File: config.mk
export PLATFORM = sky130hd
export DESIGN_NAME = amp_ph_freq_averager_flat
export DESIGN_NICKNAME = d
export VERILOG_FILES = /design/src/rtl/amp_ph_freq_averager_if.sv /design/src/rtl/amp_ph_freq_averager.sv /design/src/flat_wrapper.sv
export SDC_FILE = /design/constraint.sdc
export NUM_CORES = 1
export LEC_CHECK = 0
export CELL_PAD_IN_SITES_DETAIL_PLACEMENT = 1
export CELL_PAD_IN_SITES_GLOBAL_PLACEMENT = 1
export CORE_AREA = 2 2 173 133
export DETAILED_ROUTE_END_ITERATION = 6
export DIE_AREA = 0 0 175 135
export GPL_TIMING_DRIVEN = 0
export PLACE_DENSITY = 0.79
export SYNTH_ARGS = -nofsm -noshare
export SYNTH_HDL_FRONTEND = slang
export SYNTH_SLANG_ARGS = --single-unit
File: constraint.sdc
create_clock -name clk -period 4.4 [get_ports clk]
set_input_delay 0.88 -clock clk [delete_from_list [all_inputs] [get_ports clk]]
set_output_delay 0.88 -clock clk [all_outputs]
set_load 0.02 [all_outputs]
File: src/rtl/amp_ph_freq_averager_if.sv
// Detector-sample input and block-result output bundle for amp_ph_freq_averager.
// The slave modport is the averager itself; the master side feeds samples and consumes results.
interface amp_ph_freq_averager_if #(
  parameter int FULL_SIZE = 20
) ();
  logic                        in_amp_unused_guard;
  logic        [FULL_SIZE-1:0] in_amp;
  logic signed [FULL_SIZE-1:0] in_ph;
  logic                        in_valid;
  logic                        clear;
  logic        [FULL_SIZE-1:0] out_amp;
  logic signed [FULL_SIZE-1:0] out_dph;
  logic signed [FULL_SIZE-1:0] out_ph;
  logic                        out_valid;
  logic                        out_ready;
  logic                        overrun;

  modport master (
    output in_amp, in_ph, in_valid, clear, out_ready,
    input  out_amp, out_dph, out_ph, out_valid, overrun
  );

  modport slave (
    input  in_amp, in_ph, in_valid, clear, out_ready,
    output out_amp, out_dph, out_ph, out_valid, overrun
  );
endinterface

File: src/rtl/amp_ph_freq_averager.sv
// Block averager behind the CORDIC detector: mean amplitude and mean phase increment
// (frequency) over 2^LOG2_LEN samples, presented on a one-entry valid/ready register.
module amp_ph_freq_averager #(
  parameter int FULL_SIZE = 20,
  parameter int LOG2_LEN  = 4
) (
  input logic                  clk,
  input logic                  reset,
  amp_ph_freq_averager_if.slave bus
);
  localparam int ACC_W = FULL_SIZE + LOG2_LEN;

  typedef enum logic {PRIME, ACCUM} state_t;

  state_t                      state_q, state_d;
  logic signed [FULL_SIZE-1:0] prev_ph;
  logic        [ACC_W-1:0]     amp_acc;
  logic signed [ACC_W-1:0]     dph_acc;
  logic        [LOG2_LEN-1:0]  cnt;

  logic                        prime_en;
  logic                        accum_en;
  logic                        blk_done;
  logic                        load;
  logic                        drop;
  logic signed [FULL_SIZE-1:0] dph;
  logic        [ACC_W-1:0]     amp_sum;
  logic signed [ACC_W-1:0]     dph_sum;

  function automatic logic [FULL_SIZE-1:0] mean_amp(input logic [ACC_W-1:0] s);
    return FULL_SIZE'(s >> LOG2_LEN);
  endfunction

  // Arithmetic shift floors toward -inf; no rounding term is added on purpose.
  function automatic logic signed [FULL_SIZE-1:0] mean_dph(input logic signed [ACC_W-1:0] s);
    return FULL_SIZE'(s >>> LOG2_LEN);
  endfunction

  // Modulo-2^FULL_SIZE difference makes the +/-pi crossing come out right for free.
  assign dph     = bus.in_ph - prev_ph;
  assign amp_sum = amp_acc + ACC_W'(bus.in_amp);
  assign dph_sum = dph_acc + {{LOG2_LEN{dph[FULL_SIZE-1]}}, dph};

  always_comb begin
    state_d  = state_q;
    prime_en = 1'b0;
    accum_en = 1'b0;
    blk_done = 1'b0;
    if (bus.clear) begin
      state_d = PRIME;
    end else if (bus.in_valid) begin
      case (state_q)
        PRIME: begin
          prime_en = 1'b1;
          state_d  = ACCUM;
        end
        ACCUM: begin
          accum_en = 1'b1;
          blk_done = (cnt == '1);
        end
        default: state_d = PRIME;
      endcase
    end
  end

  assign load = blk_done && (!bus.out_valid || bus.out_ready);
  assign drop = blk_done && !load;

  // Accumulation stage
  always_ff @(posedge clk) begin
    if (!reset) begin
      state_q <= PRIME;
      prev_ph <= '0;
      amp_acc <= '0;
      dph_acc <= '0;
      cnt     <= '0;
    end else begin
      state_q <= state_d;
      if (bus.clear) begin
        amp_acc <= '0;
        dph_acc <= '0;
        cnt     <= '0;
      end else if (prime_en) begin
        prev_ph <= bus.in_ph;
      end else if (accum_en) begin
        prev_ph <= bus.in_ph;
        if (blk_done) begin
          amp_acc <= '0;
          dph_acc <= '0;
          cnt     <= '0;
        end else begin
          amp_acc <= amp_sum;
          dph_acc <= dph_sum;
          cnt     <= cnt + 1'b1;
        end
      end
    end
  end

  // Output register stage
  always_ff @(posedge clk) begin
    if (!reset) begin
      bus.out_amp   <= '0;
      bus.out_dph   <= '0;
      bus.out_ph    <= '0;
      bus.out_valid <= 1'b0;
      bus.overrun   <= 1'b0;
    end else begin
      if (load) begin
        bus.out_amp   <= mean_amp(amp_sum);
        bus.out_dph   <= mean_dph(dph_sum);
        bus.out_ph    <= bus.in_ph;
        bus.out_valid <= 1'b1;
      end else if (bus.out_valid && bus.out_ready) begin
        bus.out_valid <= 1'b0;
      end
      if (drop) begin
        bus.overrun <= 1'b1;
      end
    end
  end
endmodule

File: src/flat_wrapper.sv
// flat-port wrapper written by rule: the top's interface ports become plain ports
module amp_ph_freq_averager_flat 
#(
  parameter int FULL_SIZE = 20,
  parameter int LOG2_LEN  = 4
)
  (clk, reset, bus_in_amp, bus_in_ph, bus_in_valid, bus_clear, bus_out_ready, bus_out_amp, bus_out_dph, bus_out_ph, bus_out_valid, bus_overrun);
  amp_ph_freq_averager_if #(.FULL_SIZE(FULL_SIZE)) bus_i ();
  input logic clk;
  input logic reset;
  input wire logic [$bits(bus_i.in_amp)-1:0] bus_in_amp;
  input wire logic [$bits(bus_i.in_ph)-1:0] bus_in_ph;
  input wire logic [$bits(bus_i.in_valid)-1:0] bus_in_valid;
  input wire logic [$bits(bus_i.clear)-1:0] bus_clear;
  input wire logic [$bits(bus_i.out_ready)-1:0] bus_out_ready;
  output wire logic [$bits(bus_i.out_amp)-1:0] bus_out_amp;
  output wire logic [$bits(bus_i.out_dph)-1:0] bus_out_dph;
  output wire logic [$bits(bus_i.out_ph)-1:0] bus_out_ph;
  output wire logic [$bits(bus_i.out_valid)-1:0] bus_out_valid;
  output wire logic [$bits(bus_i.overrun)-1:0] bus_overrun;
  assign bus_i.in_amp = bus_in_amp;
  assign bus_i.in_ph = bus_in_ph;
  assign bus_i.in_valid = bus_in_valid;
  assign bus_i.clear = bus_clear;
  assign bus_i.out_ready = bus_out_ready;
  assign bus_out_amp = bus_i.out_amp;
  assign bus_out_dph = bus_i.out_dph;
  assign bus_out_ph = bus_i.out_ph;
  assign bus_out_valid = bus_i.out_valid;
  assign bus_overrun = bus_i.overrun;
  amp_ph_freq_averager #(.FULL_SIZE(FULL_SIZE), .LOG2_LEN(LOG2_LEN)) u_core (.clk(clk), .reset(reset), .bus(bus_i));
endmodule
==> results_dict.tcl, run 1 <==
set metrics [dict create \
    clk_pin_slew_ns 0.06 \
    place.gp.congestion 0.890 \
    yosysWarnings 0 \
    ys_async_sr_fraction 0 \
    worstPathMaxFanout 9 \
    start_util 0.367 \
    coreArea_um2 21800 \
    worstMarginPinSlew_ns 0.892 \
    rows 47 \
    cp.arrival_ns 4.64 \
    cts_buffer_depth 2 \
    synthCells 1009 \
    syn_area_um2 8020 \
    period_share 0.980 \
    pin_count 107 \
    powerDensity_nw_per_um2 344 \
    synthFlopType "dfxtp_1" \
    synth_seq_area_share 0.337 \
    finalSetupViolations 0 \
    antenna_cells 0 \
    ys_types 75 \
    syn-num-nets 1123 \
    start_kind "input pin" \
    hold_path.class "reg2reg" \
    port_buffers 106 \
    synth_seq_cells 135 \
    maxCapViolations 0 \
    grt_pass1_wl_um 43400 \
    dp.final_hpwl_um 19800 \
    detail-route-antenna-nets 0 \
    crit_path_end_kind "flip-flop" \
    hold_violations 0 \
    grt_use_total 0.233 \
    tns_ns 0 \
    avgViaCountPerCell 5.52 \
    synth_edf_count 0 \
    die_x_um 175 \
    status "finished clean" \
    layout_common_cells "170 x nand2_1, 135 x dfxtp_1, 108 x a21oi_1" \
    nets 1268 \
    placed_cell_area_um2 9450 \
    clock-sinks 135 \
    final_cell_area_um2 10600 \
    antenna_found_initial 0 \
    max_freq_mhz 232 \
    h-tree-depth 4 \
    fin_worst_skew_ns 0.0110 \
    finalCriticalPeriod_ns 4.31 \
    route.vias.total 8070 \
    chipHeight_um 135 \
    syn_avg_cell_area_um2 7.95 \
    clockRootBuffer "clkbuf_16" \
    wl_per_cell_um 19.3 \
    grt_overflow 0 \
    p_leak_nw 4.14 \
    die_area_um2 23600 \
    relSlewSlack 0.403 \
    worstSkewPairLatency_ns 0.44 \
    cts_tree "built" \
    drive_above_1_share 0.110 \
    required_ns 4.73 \
    drt_iter0_markers 400 \
    drc 0 \
    grt_max_degree 17 \
    syn_to_final_growth_pct 32.6 \
    first_pass_iters 5 \
    cts_buffers 17 \
    grt_pass1_vias 8244 \
    ir_drop_v 0.000249 \
    wl_um 28300 \
    drv_slew 0 \
    worstSetupPathType "in2reg" \
    final_common_cell "nand2_1" \
]
==> cell usage after synthesis, types with 4 or more instances <==
cell      number  area [um^2]
nand2b_1       8         50.1
o21bai_1       9         67.6
a22oi_1       18          135
nor2b_1        4         25.0
inv_1         48          180
a31oi_1        6         37.5
a21boi_1       5         37.5
nand2_1      170          638
and3_1         4         25.0
dfxtp_1      135         2700
o31ai_1        6         45.0
or3_1          7         43.8
a21oi_1      121          606
o21ai_0       47          235
xnor2_1       28          245
a21o_1        32          240
ha_1          66          826
nand3_1       25          125
nor3b_1        4         30.0
o21a_1         8         60.1
clkbuf_1      40          150
o21ai_1       11         55.1
xor2_1        24          210
nor2_1        73          274
nand4_1       12         75.1
nor3_1        13         65.1
nor4_1         5         31.3
a211oi_1      13         97.6
==> metrics by stage <==
step	std cells	worst slack [ns]	total power [mW]	utilization	hold slack (ns)
floorplan	1009	0.144	1.64	-	0.429
global placement	1409	-1.01	1.79	0.433	0.439
detailed placement	1409	-0.917	1.80	0.433	0.448
CTS	1452	0.00775	3.61	0.475	0.457
global route	1461	-0.0544	3.77	0.487	0.476
finish	1461	0.0865	3.65	0.487	0.455
==> power breakdown <==
part / internal [mW] / switching [mW] / leakage, nW
sequential: 1.23 / 0.00682 / 1.09
combinational: 0.262 / 0.383 / 2.70
clock: 1.17 / 0.602 / 0.346
total: 2.66 / 0.993 / 4.14
==> final timing paths <==
path / start / to / slack (ns) / cells after the start
worst max-delay path: bus_in_ph[0] / u_core.dph_acc[17] / 0.09 / 18
worst min-delay path: u_core.bus.out_ph[16] / u_core.bus.out_ph[16] / 0.45 / 2
worst max register to register: u_core.prev_ph[0] / u_core.dph_acc[17] / 0.33 / 16
worst min register to register: u_core.bus.out_ph[16] / u_core.bus.out_ph[16] / 0.45 / 2
==> cells by family after synthesis <==
group | count (synthesis) | synth area share
flip-flops | 135 | 0.337
XOR/XNOR | 54 | 0.0632
buffers and inverters | 92 | 0.0434
AND/OR/NAND/NOR | 339 | 0.186
AO/OA/AOI/OAI | 318 | 0.257
adder cells (fa/ha/maj) | 69 | 0.110
multiplexers | 2 | 0.00250
==> flip-flops by register name, summed over array words and instances (netlist names) <==
register,count
u_core.bus.out_ph,20
u_core.bus.out_dph,20
u_core.bus.out_amp,20
u_core.bus.overrun,1
u_core.dph_acc,24
u_core.bus.out_valid,1
u_core.prev_ph,20
u_core.cnt,4
u_core.amp_acc,24
u_core.state_q,1
==> timing repair <==
item / in CTS / in global routing
hold buffers: 0 / 0
pin swaps: 13 / 28
buffers inserted: 12 / 9
endpoints found under the setup margin: 29 / 19
resized for setup: 25 / 52
==> layer usage <==
layer	vias to the layer above	routed length, um	GRT usage
li1	3857	-	-
met1	3989	13500	0.311
met2	181	13200	0.385
met3	43	1100	0.0417
met4	0	544	0.0736
met5	-	0	0
==> cell type report <==
type	count	area (um^2)
fillers	2608	11200
multi-input cells	782	5270
flip-flops and latches	135	2700
repair buffers	127	1230
clock buffers	20	467
well taps	294	368
clock inverters	12	245
inverters	49	184
plain buffers	42	160
==> critical path, cell delays in order <==
cell	delay, ns
clkbuf_2	0.10
inv_1	0.06
ha_2	0.16
inv_1	0.05
fa_2	0.39
a21oi_4	0.16
o21ai_2	0.07
a21oi_2	0.17
buf_6	0.15
o21bai_1	0.10
a21oi_1	0.27
xnor2_1	0.20
ha_2	0.38
a21o_1	0.23
o211ai_2	0.39
a21oi_1	0.19
or3_4	0.42
a32o_1	0.25
No activity file was read; power rests on OpenSTA's default activity.
==> run 2, diff against run 1 <==
--- a/config.mk
+++ b/config.mk
@@ -8,6 +8,7 @@
 export CELL_PAD_IN_SITES_DETAIL_PLACEMENT = 1
 export CELL_PAD_IN_SITES_GLOBAL_PLACEMENT = 1
 export CORE_AREA = 2 2 173 133
+export CTS_CLUSTER_SIZE = 12
 export DETAILED_ROUTE_END_ITERATION = 6
 export DIE_AREA = 0 0 175 135
 export GPL_TIMING_DRIVEN = 0
==> results of run 2 <==
Final layout, timing and power as in run 1 (identical DEF).
